## config.mk

```make
export PLATFORM = sky130hd
export DESIGN_NAME = ir_fetch_sequencer
export DESIGN_NICKNAME = d
export VERILOG_FILES = /design/src/rtl/ir_fetch_sequencer.sv
export SDC_FILE = /design/constraint.sdc
export NUM_CORES = 1
export LEC_CHECK = 0
export ABC_CLOCK_PERIOD_IN_PS = 1800
export CAP_MARGIN = 10
export CORE_MARGIN = 2
export CORE_UTILIZATION = 60
export CTS_CLUSTER_SIZE = 24
export DETAILED_ROUTE_END_ITERATION = 8
export DONT_BUFFER_PORTS = 1
export PLACE_DENSITY = 0.87
export SYNTH_ARGS = -nofsm -noshare
export SYNTH_HDL_FRONTEND = slang
export SYNTH_SLANG_ARGS = --single-unit
```

## constraint.sdc

```tcl
create_clock -name Clock -period 1.8 [get_ports Clock]
set_input_delay 0.45 -clock Clock [delete_from_list [all_inputs] [get_ports Clock]]
set_output_delay 0.45 -clock Clock [all_outputs]
set_load 0.05 [all_outputs]
```

## src/rtl/ir_fetch_sequencer.sv

```systemverilog
// Instruction fetch sequencer: reads the low byte at PC and the high byte at PC+1,
// loads each into the IR through its byte-load FunSel and steps the PC Register.
module ir_fetch_sequencer #(
  parameter int unsigned TIMEOUT_CYCLES = 15
) (
  input  logic        Clock,
  input  logic        Reset,
  input  logic        Start,
  input  logic [15:0] PC,
  output logic [15:0] MemAddr,
  output logic        MemRead,
  input  logic        MemValid,
  input  logic [7:0]  MemData,
  output logic        IRE,
  output logic [2:0]  IRFunSel,
  output logic [15:0] IRI,
  output logic        PCE,
  output logic [2:0]  PCFunSel,
  output logic        Busy,
  output logic        Done,
  output logic        Error
);
  localparam logic [2:0] FS_NONE    = 3'b000;
  localparam logic [2:0] FS_LOAD_LO = 3'b101;
  localparam logic [2:0] FS_LOAD_HI = 3'b110;
  localparam logic [2:0] FS_INC     = 3'b001;
  localparam logic [7:0] WAIT_LAST  = 8'(TIMEOUT_CYCLES - 1);

  typedef enum logic [2:0] {
    S_IDLE,
    S_RD_LO,
    S_LD_LO,
    S_RD_HI,
    S_LD_HI,
    S_DONE,
    S_ERR
  } state_t;

  state_t      state_q, state_d;
  logic [7:0]  byte_q, byte_d;
  logic [7:0]  wait_q, wait_d;
  logic        mem_read_q, mem_read_d;
  logic        ire_q, ire_d;
  logic [2:0]  ir_funsel_q, ir_funsel_d;
  logic [15:0] iri_q, iri_d;
  logic        pce_q, pce_d;
  logic [2:0]  pc_funsel_q, pc_funsel_d;
  logic        busy_q, busy_d;
  logic        done_q, done_d;
  logic        error_q, error_d;

  // Next-state: a read that returns data on its last allowed cycle is still accepted.
  always_comb begin
    state_d = state_q;
    byte_d  = byte_q;
    wait_d  = wait_q;
    case (state_q)
      S_IDLE: begin
        if (Start) begin
          state_d = S_RD_LO;
          wait_d  = 8'h00;
        end
      end
      S_RD_LO, S_RD_HI: begin
        if (MemValid) begin
          byte_d  = MemData;
          state_d = (state_q == S_RD_LO) ? S_LD_LO : S_LD_HI;
        end else begin
          wait_d = wait_q + 8'd1;
          if (wait_q == WAIT_LAST) begin
            state_d = S_ERR;
          end
        end
      end
      S_LD_LO: begin
        state_d = S_RD_HI;
        wait_d  = 8'h00;
      end
      S_LD_HI: state_d = S_DONE;
      S_DONE:  state_d = S_IDLE;
      S_ERR:   state_d = S_IDLE;
      default: state_d = S_IDLE;
    endcase
  end

  // Output decode from the next state so every output comes straight off a flop.
  always_comb begin
    mem_read_d  = (state_d == S_RD_LO) || (state_d == S_RD_HI);
    ire_d       = (state_d == S_LD_LO) || (state_d == S_LD_HI);
    pce_d       = ire_d;
    ir_funsel_d = FS_NONE;
    if (state_d == S_LD_LO) begin
      ir_funsel_d = FS_LOAD_LO;
    end else if (state_d == S_LD_HI) begin
      ir_funsel_d = FS_LOAD_HI;
    end
    iri_d       = ire_d ? {8'h00, byte_d} : 16'h0000;
    pc_funsel_d = pce_d ? FS_INC : FS_NONE;
    busy_d      = (state_d != S_IDLE);
    done_d      = (state_d == S_DONE);
    error_d     = (state_d == S_ERR);
  end

  always_ff @(posedge Clock or posedge Reset) begin
    if (Reset) begin
      state_q     <= S_IDLE;
      byte_q      <= 8'h00;
      wait_q      <= 8'h00;
      mem_read_q  <= 1'b0;
      ire_q       <= 1'b0;
      ir_funsel_q <= FS_NONE;
      iri_q       <= 16'h0000;
      pce_q       <= 1'b0;
      pc_funsel_q <= FS_NONE;
      busy_q      <= 1'b0;
      done_q      <= 1'b0;
      error_q     <= 1'b0;
    end else begin
      state_q     <= state_d;
      byte_q      <= byte_d;
      wait_q      <= wait_d;
      mem_read_q  <= mem_read_d;
      ire_q       <= ire_d;
      ir_funsel_q <= ir_funsel_d;
      iri_q       <= iri_d;
      pce_q       <= pce_d;
      pc_funsel_q <= pc_funsel_d;
      busy_q      <= busy_d;
      done_q      <= done_d;
      error_q     <= error_d;
    end
  end

  // The address follows PC live: the PC Register steps on the same edge that enters RD_HI.
  assign MemAddr  = mem_read_q ? PC : 16'h0000;
  assign MemRead  = mem_read_q;
  assign IRE      = ire_q;
  assign IRFunSel = ir_funsel_q;
  assign IRI      = iri_q;
  assign PCE      = pce_q;
  assign PCFunSel = pc_funsel_q;
  assign Busy     = busy_q;
  assign Done     = done_q;
  assign Error    = error_q;
endmodule

```

Yosys cells after proc, flatten, opt, wreduce, memory -nomap -nowiden:

Cells that the tools add are included.

* add/sub/neg operators: 1
* reductions and logical operators: 7
* mux-type cells: 15
* equality and inequality tests: 13

Operator list (count)
* two-way mux 8 bit: 5
* case mux 8 bit (3 select lines): 1
* two-way mux 3 bit: 6
* two-way mux 16 bit: 1
* == test 3 x 2 -> 1 bit, second input constant: 4
* == test 3 bit, second input constant: 4
* case mux 3 bit (4 select lines): 1
* adder 8 x 1 -> 8 bit, second input constant: 1
* == test 8 x 4 -> 1 bit, second input constant: 1
* == test 3 x 1 -> 1 bit, second input constant: 2
* nonzero test 3 bit: 2
* != test 2 bit, second input constant: 2
* logical NOT 3 bit: 1
* AND reduction 3 bit: 1
* logical OR 1 bit: 2
* OR reduction 2 bit: 1
* two-way mux 1 bit: 1

* logic and storage cells: 47
* input port bits: 28
* bits in registers: 36
* output and inout bits: 44

Logic depth before layout (Yosys ltp):

Gate-level depths: netlist of the first run.

* depth in word-level cells: 7
* gate-level depth with buffers: 5
* depth with buffers taken out: 5

Worst setup path before layout of the first run:

OpenSTA, ideal clock, no wires.

* kind: register to output
* start point: reg mem_read_q, in the netlist MemRead
* end point: out MemAddr[10]
* arrival time: 1.355 ns
* required time: 1.350 ns
* setup slack: -0.005 ns
* buffers on the path: 1
* cell stages (with the launch flop): 3
* path through: dfrtp_1 > clkbuf_1 > and2_1

* word-level cells in the longest chain between the ends: 1

Ends and longest elaborated chain
* start: declaration: line 42 `logic mem_read_q, mem_read_d;`
* start signal: assignment: line 122 `mem_read_q <= mem_read_d;`
* two-way mux 16 bit: line 135 `assign MemAddr = mem_read_q ? PC : 16'h0000;`
* end: declaration: line 10 `output logic [15:0] MemAddr,`

Every way passes these cells.

Final worst setup path of the first run:

* start point: reg mem_read_q, in the netlist MemRead
* end point: out MemAddr[1]

The elaborated chain is that of the path after synthesis.

==> summary.txt, run 1 <==
Logic synthesis
  – Leading post-synthesis cells by cell area: dfrtp_1 (47%), and2_1 (7.6%), buf_4 (7.0%)
  – Sequential fraction of the synthesis area: 0.466
  – Synth warn: 0
  – Post-synthesis cell type count: 35
  – Syn Area/Cell: 9.82 um2
  – Area share of the largest cell type after synthesis: 0.466
  – Top cells by count, synth: dfrtp_1 (26), and2_1 (17), buf_4 (13), o21ai_0 (11), and3_1 (9)
  – Synth area leader: dfrtp_1
  – Ys flop type: dfrtp_1
  – Gate Count Post-Synth: 142
  – Post-Syn Area: 1400 um2
  – EDFF count, synth: 0
  – Yosys reg bits: 26
  – Cell with the most instances after synthesis: dfrtp_1
  – Async SR Flop Fraction: 1.00

Global routing
  – Largest net degree at the start of global routing: 27
  – Grt total ovfl: 0
  – GRT Total Usage: 0.233
  – Antenna violations before repair: 0
  – Vias in the first global route: 970
  – First-pass GRT wire length: 4490 um

Layout
  – Final nets: 173
  – Fraction of layout instances using a drive strength above 1: 0.211
  – Fill cell count: 144
  – Core Util, Final: 0.692
  – Fin cells: 170
  – Layout area overhead: 9.69%
  – Diode count: 0

Timing
  – F_max: 610 MHz
  – Tmin final: 1.64 ns
  – Setup TNS: 0 ns
  – RSZ-0062 raised after global routing: false
  – Worst slew margin: 0.609
  – Final Hold Viols: 0
  – Setup Viol. Count Final: 0
  – Final Max Slew Viols: 0
  – Period Utilization, post-route: 0.911
  – Clock skew: 0.00564 ns
  – Worst Max-Slew Pin Slew: 0.585 ns
  – Final Hold Slack: 0.0288 ns

Drt
  – Vias: 1037
  – DR iter-0 viols: 34
  – Wire length per cell: 18.1 um
  – Remaining routing DRC violations: 0
  – Final wirelength: 3070 um
  – Final ANT Viol Nets: 0
  – Via/cell ratio: 6.10
  – Pre-Repair DR Iteration Count: 4

Critical path
  – End of the critical path: MemAddr[1]
  – Setup crit start: MemRead$_DFF_PP0_
  – Flop2flop setup slack: 0.28 ns
  – Worst EP required: 1.35 ns
  – Crit start category: flip-flop
  – Crit path max fanout: 17
  – Critical path cell sequence: and2_1 > buf_12
  – Crit path kind: reg -> out
  – Setup crit end kind: output pin
  – Slowest-stage cell, CP: dfrtp_2
  – CP max stage delay: 0.50 ns
  – CP Data Arrival Time: 1.19 ns
  – Worst r2r src: state_q[2]$_DFF_PP0_
  – FF-to-FF End: wait_q[3]$_DFFE_PP0P_
  – Worst R2R Path Depth: 3

Place
  – I/O Buffers: 0
  – Placed Instances: 166
  – RD Place Congestion: 0.825
  – Post-DP HPWL: 2280 um

Run status
  – Status: finished, final reports clean

Die
  – Site Rows: 17
  – # IOs: 72
  – Die height: 52.2 um
  – Die span in x: 52.2 um
  – Die ar.: 2730 um2
  – Core region area: 2210 um2
  – Starting density of the core: 0.631

Pwr
  – Seq pwr share: 0.387
  – Power density over cell area: 1880 nW/um2
  – Peak VDD IR: 1330 uV
  – Internal power: 0.00137 W
  – Combinational Power Share: 0.473
  – Leak: 0.707 nW
  – Switching share of power: 0.525
  – Net Sw Power: 0.00151 W
  – Clock power frac: 0.140

Clock network
  – CTS Sinks: 26
  – Clock buffer count from CTS: 3
  – Latest clock arrival within the worst-skew pair: 0.33 ns
  – Clock slew at reported path FFs: 0.14 ns
  – Post-CTS Setup Bufs: 0
  – CTS root buffer: clkbuf_4
  – CTS tree: yes
  – # hold bufs at CTS: 0
  – H-tree levels: 1
  – Deepest clock path buffer count: 2

Worst hold path
  – Hold crit path type: in -> async

Flow run
  – Max Cap Viol: 0
==> worst max-delay path, delay by kind of cell (launching register included) <==
kind,cells,cell delay [ns]
DFF,1,0.50
buffers and inverters,1,0.15
and+or+nand+nor,1,0.20
==> worst min path at each step <==
stage	endpoint	slack (ns)
2_1_floorplan	Busy$_DFF_PP0_	0.49
3_3_place_gp	Error$_DFF_PP0_	0.40
3_5_place_dp	Busy$_DFF_PP0_	0.41
4_1_cts	Done$_DFF_PP0_	0.04
5_1_grt	Done$_DFF_PP0_	0.05
6_report	IRFunSel[1]$_DFF_PP0_	0.03
==> what timing repair did <==
item / 4_1_cts / 5_1_grt
setup endpoints to repair: 0 / 8
gates resized for setup: 0 / 1
endpoints found under the hold margin: 0 / 0
==> cell usage in the layout, fill, tap and decap left out, types with 2 or more instances in the layout <==
cell      netlist  final
o21bai_1        4      4
ha_1            2      2
a21oi_1         5      5
nand2_1         2      2
nor2_1          7      7
or4_1           2      2
nor4_1          4      4
buf_12          0      7
nand3_1         3      3
and3_1          9      9
or2_2           2      2
and2_1         17      7
dfrtp_2         0      2
dfrtp_1        26     24
o31ai_1         3      3
nor2b_1         2      2
inv_1           3      3
clkbuf_4        0      3
and2_2          1     11
buf_4          13      2
o21ai_0        11     11
conb_1          1     10
mux2i_1         5      5
==> per-layer routing <==
| layer | routed length [um] | GRT usage | vias up |
|---|---|---|---|
| met5 | 0 | 0 | - |
| met4 | 57 | 0.120 | 0 |
| met3 | 284 | 0.0571 | 6 |
| met2 | 1660 | 0.411 | 76 |
| met1 | 1070 | 0.259 | 492 |
| li1 | - | - | 463 |
==> flip-flops by register name, indices dropped and copies added, names as in the netlist <==
signal    count
IRFunSel      3
MemRead       1
IRI           8
Done          1
Busy          1
wait_q        8
Error         1
state_q       3
==> cell type report <==
cell class                      count  area, um2  area share
Timing Repair Buffer                9        155       0.101
Clock buffer                        3       22.5      0.0147
Tap cell                           28       35.0      0.0229
Clock inverter                      1       30.0      0.0196
Inverter                            3       11.3     0.00736
Multi-Input combinational cell    100        623       0.407
Sequential cell                    26        653       0.427
==> metrics by stage <==
step / total power (W) / setup WS (ns) / area (um2)
floorplan: 0.00224 / 0.120 / 1440
global placement: 0.00241 / 0.396 / 1480
detailed placement: 0.00248 / 0.320 / 1480
CTS: 0.00287 / 0.0625 / 1530
global route: 0.00302 / 0.104 / 1530
finish: 0.00288 / 0.160 / 1530
==> logic make-up after synthesis <==
| family | count (synthesis) | synth area share |
|---|---|---|
| mux | 5 | 0.0359 |
| buf+inv | 25 | 0.120 |
| compound gates | 27 | 0.115 |
| fa+ha+maj | 2 | 0.0179 |
| simple gates | 56 | 0.242 |
| flops | 26 | 0.466 |
| other cells | 1 | 0.00269 |
==> power groups by stage <==
stage | registers, W | logic [W] | clock network [W]
after CTS | 0.00111 | 0.00136 | 0.000400
after global routing | 0.00114 | 0.00145 | 0.000433
after detailed placement | 0.00112 | 0.00136 | 0
after global placement | 0.00110 | 0.00131 | 0
after floorplan | 0.00108 | 0.00116 | 0
final | 0.00112 | 0.00136 | 0.000404
(Power assumes the default switching activity.)
==> inputs of run 2 (changes only) <==
--- a/config.mk
+++ b/config.mk
@@ -5,7 +5,7 @@
 export SDC_FILE = /design/constraint.sdc
 export NUM_CORES = 1
 export LEC_CHECK = 0
-export ABC_CLOCK_PERIOD_IN_PS = 1800
+export ABC_CLOCK_PERIOD_IN_PS = 1760
 export CAP_MARGIN = 10
 export CORE_MARGIN = 2
 export CORE_UTILIZATION = 60
==> constraint.sdc (replaced) <==
create_clock -name Clock -period 1.76 [get_ports Clock]
set_input_delay 0.44 -clock Clock [delete_from_list [all_inputs] [get_ports Clock]]
set_output_delay 0.44 -clock Clock [all_outputs]
set_load 0.05 [all_outputs]
==> summary.txt, run 2 (same netlist as run 1, synthesis figures left out) <==
Critical path
  – CP top delay family: flip-flops
  – Flop2flop setup slack: 0.26 ns
  – Crit path max fanout: 17
  – Worst EP required: 1.32 ns
  – CP bufs+invs: 1
  – Crit start category: flip-flop
  – Critical path cell sequence: and2_1 > buf_12
  – Setup crit end kind: output pin
  – Worst R2R Path Depth: 3
  – Crit path kind: reg -> out
  – FF-to-FF End: wait_q[3]$_DFFE_PP0P_
  – CP max stage delay: 0.51 ns
  – Slowest-stage cell, CP: dfrtp_2
  – Worst r2r src: state_q[2]$_DFF_PP0_
  – CP Data Arrival Time: 1.18 ns

Layout
  – Most frequent cells in the layout: dfrtp_1 (24), o21ai_0 (11), and2_2 (11)
  – Diode count: 0
  – Multi-input gate area in the final layout: 623 um2
  – Sequential Area: 653 um2
  – Fraction of layout instances using a drive strength above 1: 0.211
  – Final nets: 173
  – Layout area overhead: 9.69%
  – Commonest non-fill, non-tap cell in the layout: dfrtp_1
  – Fill cell count: 161

Pwr
  – Peak VDD IR: 1310 uV
  – Net Sw Power: 0.00151 W
  – Clock power frac: 0.139
  – Seq pwr share: 0.390
  – Power density over cell area: 1900 nW/um2
  – Switching share of power: 0.519
  – Combinational Power Share: 0.471
  – Leak: 0.707 nW
  – Internal power: 0.00140 W
  – Pwr Total: 0.00291 W

Timing
  – Final Hold Viols: 0
  – Worst Max-Slew Pin Slew: 0.577 ns
  – Worst slew margin: 0.614
  – Setup Viol. Count Final: 0
  – Final Hold Slack: 0.0338 ns
  – Final Max Slew Viols: 0
  – Setup TNS: 0 ns
  – RSZ-0062 raised after global routing: false
  – Clock skew: 0.00286 ns
  – F_max: 617 MHz
  – Tmin final: 1.62 ns
  – Period Utilization, post-route: 0.921

Run status
  – Status: finished, final reports clean

Global routing
  – Largest net degree at the start of global routing: 27
  – Grt total ovfl: 0
  – First-pass GRT wire length: 4180 um
  – GRT Total Usage: 0.215
  – Vias in the first global route: 950
  – Antenna violations before repair: 0

Die
  – Starting density of the core: 0.631
  – Site Rows: 17
  – Die span in x: 52.2 um
  – Core region area: 2210 um2
  – Die height: 52.2 um
  – # IOs: 72
  – Die ar.: 2730 um2

Drt
  – Final ANT Viol Nets: 0
  – Final wirelength: 2750 um
  – Via/cell ratio: 5.98
  – Pre-Repair DR Iteration Count: 4
  – Remaining routing DRC violations: 0
  – Wire length per cell: 16.2 um
  – Vias: 1016
  – DR iter-0 viols: 12

Clock network
  – Latest clock arrival within the worst-skew pair: 0.32 ns
  – Clock buffer count from CTS: 3
  – Deepest clock path buffer count: 2
  – Clock slew at reported path FFs: 0.14 ns
  – CTS root buffer: clkbuf_4
  – H-tree levels: 1
  – Post-CTS Setup Bufs: 0
  – CTS Sinks: 26
  – CTS tree: yes

Worst hold path
  – Hold crit path type: in -> async

Flow run
  – Max Cap Viol: 0

Place
  – Post-DP HPWL: 2140 um
  – I/O Buffers: 0
  – RD Place Congestion: 0.838
run 2: final cells by class:
| cell class | instances | area share |
|---|---|---|
| multi-input cells | 100 | 0.407 |
| clock inverters | 1 | 0.0196 |
| repair buffers | 9 | 0.101 |
| clock buffers | 3 | 0.0147 |
| flip-flops and latches | 26 | 0.427 |
| inverters | 3 | 0.00736 |
| well taps | 28 | 0.0229 |
run 2: per-layer routing:
metal	global-route usage	routed length [um]
met1	0.217	962
met2	0.409	1450
met3	0.0371	247
met4	0.120	82
met5	0	0
run 2: timing repair:
action | CTS | global route
hold buffers | 0 | 0
gates resized for setup | 0 | 1
setup endpoints to repair | 0 | 16
run 2: worst max-delay path by stage:
stage               slack [ns]  cells after the start                 start               endpoint
floorplan                 0.09                      2     MemRead$_DFF_PP0_            MemAddr[10]
global placement          0.36                      3  state_q[2]$_DFF_PP0_  wait_q[3]$_DFFE_PP0P_
finish                    0.14                      2     MemRead$_DFF_PP0_             MemAddr[3]
global route              0.05                      2     MemRead$_DFF_PP0_             MemAddr[2]
CTS                       0.03                      2     MemRead$_DFF_PP0_             MemAddr[3]
detailed placement        0.30                      3  state_q[2]$_DFF_PP0_  wait_q[3]$_DFFE_PP0P_
run 2: power groups by stage:
| stage | clock network, W | registers (W) | logic, W |
|---|---|---|---|
| detailed placement | 0 | 0.00114 | 0.00138 |
| floorplan | 0 | 0.00110 | 0.00119 |
| finish | 0.000403 | 0.00113 | 0.00137 |
| CTS | 0.000413 | 0.00113 | 0.00138 |
| global placement | 0 | 0.00112 | 0.00134 |
| global route | 0.000441 | 0.00117 | 0.00146 |
run 2: metrics by stage:
stage / utilization / worst slack, ns / cell area, um2 / instances
2_1_floorplan: - / 0.0899 / 1440 / 151
3_3_place_gp: 0.667 / 0.356 / 1480 / 166
3_5_place_dp: 0.667 / 0.304 / 1480 / 166
4_1_cts: 0.691 / 0.0321 / 1530 / 170
5_1_grt: 0.692 / 0.0502 / 1530 / 170
6_report: 0.692 / 0.140 / 1530 / 170
run 2: worst reg2reg max path, stage by stage, from the launching register on:
cell     delay (ns)
dfrtp_1        0.50
a21o_1         0.28
or4_1          0.50
a21oi_1        0.16
==> inputs of run 3 (changes only) <==
--- a/config.mk
+++ b/config.mk
@@ -7,12 +7,14 @@
 export LEC_CHECK = 0
 export ABC_CLOCK_PERIOD_IN_PS = 1760
 export CAP_MARGIN = 10
+export CELL_PAD_IN_SITES_DETAIL_PLACEMENT = 0
+export CELL_PAD_IN_SITES_GLOBAL_PLACEMENT = 1
 export CORE_MARGIN = 2
-export CORE_UTILIZATION = 60
+export CORE_UTILIZATION = 43
 export CTS_CLUSTER_SIZE = 24
 export DETAILED_ROUTE_END_ITERATION = 8
 export DONT_BUFFER_PORTS = 1
-export PLACE_DENSITY = 0.87
+export PLACE_DENSITY = 0.86
 export SYNTH_ARGS = -nofsm -noshare
 export SYNTH_HDL_FRONTEND = slang
 export SYNTH_SLANG_ARGS = --single-unit
==> summary.txt, run 3 (same netlist as run 1, synthesis figures left out) <==
Run status
  – Status: finished, final reports clean

Pwr
  – Peak VDD IR: 740 uV
  – Power density over cell area: 1880 nW/um2
  – Leak: 0.707 nW
  – Pwr Total: 0.00291 W

Clock network
  – CTS tree: yes
  – Clock buffer count from CTS: 3
  – CTS Sinks: 26
  – # hold bufs at CTS: 0
  – H-tree levels: 1
  – Deepest clock path buffer count: 2
  – CTS root buffer: clkbuf_4
  – Clock slew at reported path FFs: 0.13 ns
  – Latest clock arrival within the worst-skew pair: 0.32 ns

Place
  – Pre-CTS WS: 0.284 ns
  – RD Place Congestion: 0.801
  – DP Area: 1500 um2
  – I/O Buffers: 0
  – Post-DP HPWL: 2070 um

Timing
  – Final WS setup: 0.148 ns
  – Worst slew margin: 0.625
  – RSZ-0062 raised after global routing: false
  – F_max: 620 MHz
  – Final Hold Viols: 0
  – Clock skew: 0.00369 ns
  – Setup TNS: 0 ns
  – Final Max Slew Viols: 0
  – Tmin final: 1.61 ns
  – Worst Max-Slew Pin Slew: 0.561 ns
  – Period Utilization, post-route: 0.916
  – Setup Viol. Count Final: 0

Drt
  – Remaining routing DRC violations: 0
  – DR iter-0 viols: 24
  – Final wirelength: 2660 um
  – Final ANT Viol Nets: 0
  – Wire length per cell: 14.3 um
  – Via/cell ratio: 5.22
  – Vias: 971
  – Pre-Repair DR Iteration Count: 4

Critical path
  – Flop2flop setup slack: 0.27 ns
  – Worst EP required: 1.32 ns
  – End of the critical path: MemAddr[3]
  – Crit path max fanout: 17
  – CP Data Arrival Time: 1.17 ns
  – Worst r2r src: state_q[2]$_DFF_PP0_
  – FF-to-FF End: wait_q[3]$_DFFE_PP0P_
  – Crit start category: flip-flop
  – Setup crit end kind: output pin
  – Crit path kind: reg -> out
  – Setup crit start: MemRead$_DFF_PP0_
  – Worst R2R Path Depth: 3

Layout
  – Diode count: 0
  – Final nets: 173
  – Commonest non-fill, non-tap cell in the layout: dfrtp_1
  – Layout area overhead: 11.1%
  – Most frequent cells in the layout: dfrtp_1 (24), o21ai_0 (11), and2_2 (11)
  – Fraction of layout instances using a drive strength above 1: 0.211
  – Core Util, Final: 0.504
  – Final Cell Area: 1550 um2

Die
  – Site Rows: 20
  – Starting density of the core: 0.453
  – Die span in x: 61.0 um
  – Die ar.: 3720 um2
  – # IOs: 72
  – Core region area: 3080 um2
  – Die height: 61.0 um

Global routing
  – Grt total ovfl: 0
  – Largest net degree at the start of global routing: 27
  – Antenna violations before repair: 0
  – Vias in the first global route: 875
  – GRT Total Usage: 0.144
  – First-pass GRT wire length: 3910 um

Flow run
  – Max Cap Viol: 0

Worst hold path
  – Hold crit path type: in -> async
-- run 3: cell counts in the layout (fill, tap and decap cells not counted) --
No cell type changed its count.
-- run 3: layout make-up --
cell class / count / area (um2)
clock buffer: 3 / 22.5
clock inverter: 1 / 30.0
fill: 284 / 1530
inverter: 3 / 11.3
multi-input combinational: 100 / 623
sequential: 26 / 653
tap: 44 / 55.1
timing repair buffer: 9 / 155
-- run 3: repair_timing --
item                                   4_1_cts  5_1_grt
gates resized for setup                      0        1
endpoints found under the hold margin        0        0
setup endpoints to repair                    0       16
buffers inserted                             0        0
-- run 3: per-stage QoR --
stage,hold WS (ns),std cells
floorplan,0.480,151
global placement,0.395,182
detailed placement,0.404,182
CTS,0.0341,186
global route,0.0544,186
finish,0.0316,186
-- run 3: critical path, cell delays in order, from the launching register on --
cell     delay (ns)
dfrtp_2        0.50
and2_1         0.20
buf_12         0.15
-- run 3: how the worst min path moves through the flow --
stage | endpoint | slack (ns) | cells past startpoint
CTS | state_q[1]$_DFF_PP0_ | 0.03 | 2
finish | state_q[1]$_DFF_PP0_ | 0.03 | 2
global placement | IRFunSel[0]$_DFF_PP0_ | 0.39 | 2
floorplan | Busy$_DFF_PP0_ | 0.48 | 1
global route | IRFunSel[0]$_DFF_PP0_ | 0.05 | 2
detailed placement | state_q[1]$_DFF_PP0_ | 0.40 | 2
-- run 3: routing by layer --
| layer | up-vias | share of wire | track usage | routed length [um] |
|---|---|---|---|---|
| met5 | - | 0 | 0 | 0 |
| met2 | 58 | 0.50 | 0.247 | 1340 |
| met4 | 0 | 0.015 | 0.0652 | 40 |
| met1 | 445 | 0.40 | 0.175 | 1060 |
| met3 | 5 | 0.084 | 0.0277 | 223 |
| li1 | 463 | - | - | - |
-- run 3: power by group --
part	leakage, nW	switching [W]	internal (W)
Clock	0.0279	0.000172	0.000230
Combinational	0.336	0.000935	0.000438
Sequential	0.343	0.000404	0.000730
Total	0.707	0.00151	0.00140
